--- config.mk ---
export PLATFORM = sky130hd
export DESIGN_NAME = jk_seq_driver_flat
export DESIGN_NICKNAME = d
export VERILOG_FILES = /design/src/rtl/jk_seq_driver_pkg.sv /design/src/rtl/jk_seq_driver_if.sv /design/src/rtl/jk_seq_driver_jk_reg.sv /design/src/rtl/jk_seq_driver.sv /design/src/flat_wrapper.sv
export SDC_FILE = /design/constraint.sdc
export NUM_CORES = 1
export LEC_CHECK = 0
export CAP_MARGIN = 10
export CORE_MARGIN = 4
export CORE_UTILIZATION = 35
export CTS_BUF_LIST = sky130_fd_sc_hd__clkbuf_4 sky130_fd_sc_hd__clkbuf_8
export DETAILED_ROUTE_END_ITERATION = 16
export GPL_ROUTABILITY_DRIVEN = 1
export PLACE_DENSITY = 0.68
export SLEW_MARGIN = 5
export SYNTH_ARGS = -nofsm -noshare
export SYNTH_HDL_FRONTEND = slang
export SYNTH_SLANG_ARGS = --single-unit
--- constraint.sdc ---
create_clock -name clk -period 2.4 [get_ports clk]
set_input_delay 0.48 -clock clk [delete_from_list [all_inputs] [get_ports clk]]
set_output_delay 0.48 -clock clk [all_outputs]
set_load 0.05 [all_outputs]
--- src/rtl/jk_seq_driver_pkg.sv ---
// jk_seq_pkg: shared FSM states, counter width and the JK excitation function.
package jk_seq_pkg;
  localparam int CNT_W = 8;
  typedef enum logic [1:0] {IDLE, DRIVE, CHECK} state_t;
  // Returns {j,k}; don't-cares resolve to 0, flips use J=K=1 in toggle mode.
  function automatic logic [1:0] excite(input logic q_bit, input logic t_bit, input logic toggle_mode);
    return toggle_mode ? {2{q_bit ^ t_bit}} : {~q_bit & t_bit, q_bit & ~t_bit};
  endfunction
endpackage

--- src/rtl/jk_seq_driver_if.sv ---
// jk_seq_driver_if: valid/ready target-word handshake into the sequencer.
interface jk_seq_driver_if #(parameter int WIDTH = 4);
  logic tgt_valid;
  logic [WIDTH-1:0] tgt_data;
  logic tgt_ready;
  modport master(output tgt_valid, tgt_data, input tgt_ready);
  modport slave(input tgt_valid, tgt_data, output tgt_ready);
endinterface

--- src/rtl/jk_seq_driver_jk_reg.sv ---
// jk_reg: WIDTH-bit bank of JK flip-flops with synchronous clear and clock enable.
module jk_reg #(parameter int WIDTH = 4) (
  input  logic             clk,
  input  logic             clr,
  input  logic             en,
  input  logic [WIDTH-1:0] j,
  input  logic [WIDTH-1:0] k,
  output logic [WIDTH-1:0] q
);
  always_ff @(posedge clk)
    if (clr) q <= '0;
    else if (en) q <= (j & ~q) | (~k & q);
endmodule

--- src/rtl/jk_seq_driver.sv ---
// jk_seq_driver: queues target words and drives a JK bank to each in turn; JK_TOGGLE_EN selects toggle excitation.
module jk_seq_driver
  import jk_seq_pkg::*;
#(
  parameter int WIDTH = 4,
  parameter int DEPTH = 4
) (
  input  logic             clk,
  input  logic             clr,
  jk_seq_driver_if.slave   tgt,
  input  logic             frz,
  output logic [WIDTH-1:0] j,
  output logic [WIDTH-1:0] k,
  output logic [WIDTH-1:0] q,
  output logic             done,
  output logic             match,
  output logic [CNT_W-1:0] step_cnt,
  output logic [CNT_W-1:0] err_cnt
);
  localparam int AW = $clog2(DEPTH);
`ifdef JK_TOGGLE_EN
  localparam logic TOGGLE = 1'b1;
`else
  localparam logic TOGGLE = 1'b0;
`endif
  logic [WIDTH-1:0] mem [DEPTH];
  logic [AW-1:0] wr_ptr, rd_ptr;
  logic [AW:0] count;
  logic [WIDTH-1:0] head, tgt_reg, nj, nk;
  logic push, pop;
  state_t state;
  assign head = mem[rd_ptr];
  assign tgt.tgt_ready = count != (AW+1)'(DEPTH);
  assign push = tgt.tgt_valid & tgt.tgt_ready;
  assign pop = (state == IDLE) && (count != '0);
  assign match = done && (q == tgt_reg);
  for (genvar i = 0; i < WIDTH; i++) begin : g_exc
    assign {nj[i], nk[i]} = excite(q[i], head[i], TOGGLE);
  end
  always_ff @(posedge clk) begin
    if (push) mem[wr_ptr] <= tgt.tgt_data;
    if (clr) begin
      wr_ptr <= '0;
      rd_ptr <= '0;
      count <= '0;
    end else begin
      if (push) wr_ptr <= wr_ptr + 1'b1;
      if (pop) rd_ptr <= rd_ptr + 1'b1;
      count <= count + (AW+1)'(push) - (AW+1)'(pop);
    end
  end
  // done is registered on the DRIVE->CHECK edge so it lines up with the updated q.
  always_ff @(posedge clk) begin
    if (clr) begin
      state <= IDLE;
      j <= '0;
      k <= '0;
      done <= 1'b0;
      tgt_reg <= '0;
      step_cnt <= '0;
      err_cnt <= '0;
    end else begin
      done <= state == DRIVE;
      unique case (state)
        IDLE: if (pop) begin
          tgt_reg <= head;
          j <= nj;
          k <= nk;
          state <= DRIVE;
        end
        DRIVE: begin
          j <= '0;
          k <= '0;
          state <= CHECK;
        end
        CHECK: begin
          step_cnt <= step_cnt + 1'b1;
          if (!match && err_cnt != '1) err_cnt <= err_cnt + 1'b1;
          state <= IDLE;
        end
        default: state <= IDLE;
      endcase
    end
  end
  jk_reg #(.WIDTH(WIDTH)) u_bank (.clk(clk), .clr(clr), .en(!frz), .j(j), .k(k), .q(q));
endmodule

--- src/flat_wrapper.sv ---
// flat-port wrapper written by rule: the top's interface ports become plain ports
module jk_seq_driver_flat import jk_seq_pkg::*;
#(
  parameter int WIDTH = 4,
  parameter int DEPTH = 4
)
  (clk, clr, frz, j, k, q, done, match, step_cnt, err_cnt, tgt_tgt_valid, tgt_tgt_data, tgt_tgt_ready);
  jk_seq_driver_if #(.WIDTH(WIDTH)) tgt_i ();
  input  logic clk;
  input  logic clr;
  input  logic frz;
  output logic [WIDTH-1:0] j;
  output logic [WIDTH-1:0] k;
  output logic [WIDTH-1:0] q;
  output logic done;
  output logic match;
  output logic [CNT_W-1:0] step_cnt;
  output logic [CNT_W-1:0] err_cnt;
  input wire logic [$bits(tgt_i.tgt_valid)-1:0] tgt_tgt_valid;
  input wire logic [$bits(tgt_i.tgt_data)-1:0] tgt_tgt_data;
  output wire logic [$bits(tgt_i.tgt_ready)-1:0] tgt_tgt_ready;
  assign tgt_i.tgt_valid = tgt_tgt_valid;
  assign tgt_i.tgt_data = tgt_tgt_data;
  assign tgt_tgt_ready = tgt_i.tgt_ready;
  jk_seq_driver #(.WIDTH(WIDTH), .DEPTH(DEPTH)) u_core (.clk(clk), .clr(clr), .tgt(tgt_i), .frz(frz), .j(j), .k(k), .q(q), .done(done), .match(match), .step_cnt(step_cnt), .err_cnt(err_cnt));
endmodule
==> results.yml <==
timing:
  tns_ns: 0
  drv_slew: 0
  hold_violations: 0
  whs_ns: 0.467
  fmax_mhz: 456
  finalCritPeriodShare_pct: 91.3
  rsz0062_at_grt: "no"
  period_needed_ns: 2.19
  finalSetupViolCount: 0
  slew_headroom_pct: 66.3
  worstMarginPinSlew_ns: 0.504
  layout_setup_ws_ns: 0.209
  finClkSkew_ns: 0.00531
clock_network:
  cts_made_buffers: 9
  clock_sinks: 60
  cts_root_buffer: "clkbuf_8"
  clk_latency_ns: 0.34
  path_clk_slew_ns: 0.07
  post-cts-setup-buffer-count: 0
  cts_tree: "yes"
  cts_max_path_buffers: 2
  htree_levels: 3
critical_path:
  crit_buf_inv: 3
  crit_end: "u_core.count[2]$_SDFF_PP0_"
  worstSetupStartpoint: "u_core.count[1]$_SDFF_PP0_"
  cp_max_fo: 4
  worst-r2r-cell-count: 11
  startpoint_type: "register"
  reg2reg_slack_ns: 0.21
  r2r_start: "u_core.count[1]$_SDFF_PP0_"
  cpLargestDelayFamily: "adder cells"
  worst-path-stages: 11
  critical_path_class: "reg -> reg"
  critPathMaxStageDelay_ns: 0.40
  path_cells: "nor3_1 > or3_1 > inv_2 > ha_1 > inv_1 > ha_1 > inv_1 > fa_1 > xor2_1 > xnor2_1 > nor2_1"
  regToRegEndpoint: "u_core.count[2]$_SDFF_PP0_"
  cp.required_ns: 2.63
  crit_arrival_ns: 2.42
  cp_slowest_cell: "dfxtp_1"
  worst_setup_path_end_kind: "register"
floorplanning:
  io_pins: 39
  start_util_pct: 36.8
  core_mm2: 0.00691
  fp.dieH_um: 93.2
  row_count: 30
  dieArea_mm2: 0.00868
  die_w_um: 93.2
placement:
  post-place-ws_ns: 0.167
  io_buffers: 38
  place.gp.congestion: 0.778
  place_hpwl_um: 3360
  placed_cells: 373
  place_area_mm2: 0.00304
final_layout:
  multi_input_area_mm2: 0.00108
  n_antenna_cell: 0
  utilization_pct: 47.6
  fillers: 665
  fin_nets: 305
  fin_cells: 389
  design_area_mm2: 0.00328
  final_layout_size_suffix_gt1_share_pct: 12.6
  area_growth_pct: 29.3
  largestRegisters: "u_core.mem: 16 flops, u_core.err_cnt: 8 flops, u_core.step_cnt: 8 flops"
  ff_latch_area_mm2: 0.00136
  top_register: "u_core.mem"
  largest_reg_flops: 16
synthesis:
  synthCells: 244
  syn_avg_cell_area_um2: 10.4
  synth_top_cell_by_area: "dfxtp_1"
  syn_nets: 261
  synth_enable_flop_cells: 16
  synthTopCellsByArea: "dfxtp_1, edfxtp_1, nor2_1"
  ys_types: 45
  synth_ff_type: "dfxtp_1"
  yosysSeqAreaShare_pct: 53.6
  ys_ff_latch: 60
  synth_warnings: 0
  async_reset_ff_share_pct: 0
  syn_area_mm2: 0.00254
  yosysTopAreaCellShare_pct: 34.7
route:
  antenna_left: 0
  wl_per_cell_um: 12.3
  drc: 0
  viasPerCell: 4.78
  routed_wl_um: 4800
  via_count: 1860
  drt_iter0_markers: 70
  drt_pass1_iterations: 4
worst_hold_path:
  hold_path_depth: 2
  min_path_type: "reg -> reg"
global_route:
  grt_pass1_wl_um: 8110
  grt_pass1_vias: 1715
  grt_use_total_pct: 12.1
  grt_max_degree: 23
  overflow: 0
  antenna_found_initial: 0
pwr:
  power.density_mw_per_mm2: 1120
  p_leak_nw: 1.20
  power_mw: 3.68
  vdd_drop_max_mv: 0.482
run:
  cap_violations: 0
run_status:
  status: "finished, final reports clean"
==> routing by layer <==
metal  GRT usage [%]  vias up  wire (um)
met2            18.2       33       2200
met5               0        -          0
met1            14.8      881       2240
met3            5.23        7        276
li1                -      939          -
met4            6.23        0         92
==> worst min-delay path by stage <==
stage,start,end,slack (ns)
floorplan,u_core.tgt_reg[0]$_SDFFE_PP0P_,u_core.tgt_reg[0]$_SDFFE_PP0P_,0.45
global placement,u_core.tgt_reg[3]$_SDFFE_PP0P_,u_core.tgt_reg[3]$_SDFFE_PP0P_,0.45
detailed placement,u_core.tgt_reg[2]$_SDFFE_PP0P_,u_core.tgt_reg[2]$_SDFFE_PP0P_,0.46
CTS,u_core.tgt_reg[2]$_SDFFE_PP0P_,u_core.tgt_reg[2]$_SDFFE_PP0P_,0.47
global route,u_core.tgt_reg[2]$_SDFFE_PP0P_,u_core.tgt_reg[2]$_SDFFE_PP0P_,0.50
finish,u_core.tgt_reg[2]$_SDFFE_PP0P_,u_core.tgt_reg[2]$_SDFFE_PP0P_,0.47
==> area by class of cell <==
| type | count | share of cell area, % |
|---|---|---|
| Multi-Input combinational cell | 161 | 32.8 |
| Timing Repair Buffer | 44 | 13.3 |
| Tap cell | 96 | 3.66 |
| Clock inverter | 6 | 3.39 |
| Inverter | 12 | 1.37 |
| Clock buffer | 10 | 4.00 |
| Sequential cell | 60 | 41.4 |
==> placed cells by master (no fill, tap or decap), types with 6 or more instances in the layout <==
master and n:
xor2_1 9, and3_1 6, edfxtp_1 16, dfxtp_1 44, nand2_1 21, ha_1 8, inv_1 11, nor2_1 27
clkdlybuf4s50_1 36, clkbuf_8 9, nand3_1 7, buf_4 6, a21oi_1 19
==> synthesized netlist by cell type, types with 4 or more instances <==
library cell	number
clkbuf_1	6
o21ai_0	5
and3_1	6
ha_1	8
dfxtp_1	44
nor2b_1	4
xor2_1	9
mux4_2	4
xnor2_1	5
nand3_1	7
nand2_1	21
or3_1	4
nor3_1	4
a21oi_1	19
edfxtp_1	16
inv_1	11
nand4_1	5
nor2_1	27
==> logic make-up (layout without fill, tap and decap cells) <==
| family | Yosys count | after routing | synth area share [%] |
|---|---|---|---|
| AND/OR/NAND/NOR | 95 | 95 | 19.4 |
| flip-flops | 60 | 60 | 53.6 |
| AO/OA/AOI/OAI | 35 | 35 | 8.23 |
| buffers and inverters | 23 | 72 | 3.99 |
| XOR/XNOR | 14 | 14 | 4.83 |
| adder cells (fa/ha/maj) | 9 | 9 | 4.73 |
| multiplexers | 8 | 8 | 5.22 |
==> power breakdown <==
part           switching [mW]  internal, mW  leakage [nW]
clock                   0.413         0.703         0.120
combinational           0.705         0.485         0.573
sequential              0.147          1.22         0.505
total                    1.27          2.41          1.20
==> worst min-delay path, cell delays in order, from the launching register on <==
cell     delay [ns]
dfxtp_1        0.32
nand2_1        0.05
a21oi_1        0.05
==> timing repair <==
| action | CTS | global route |
|---|---|---|
| endpoints found under the setup margin | 0 | 1 |
| gates resized for setup | 0 | 1 |
| hold buffers | 0 | 0 |
(Power assumes the default switching activity.)
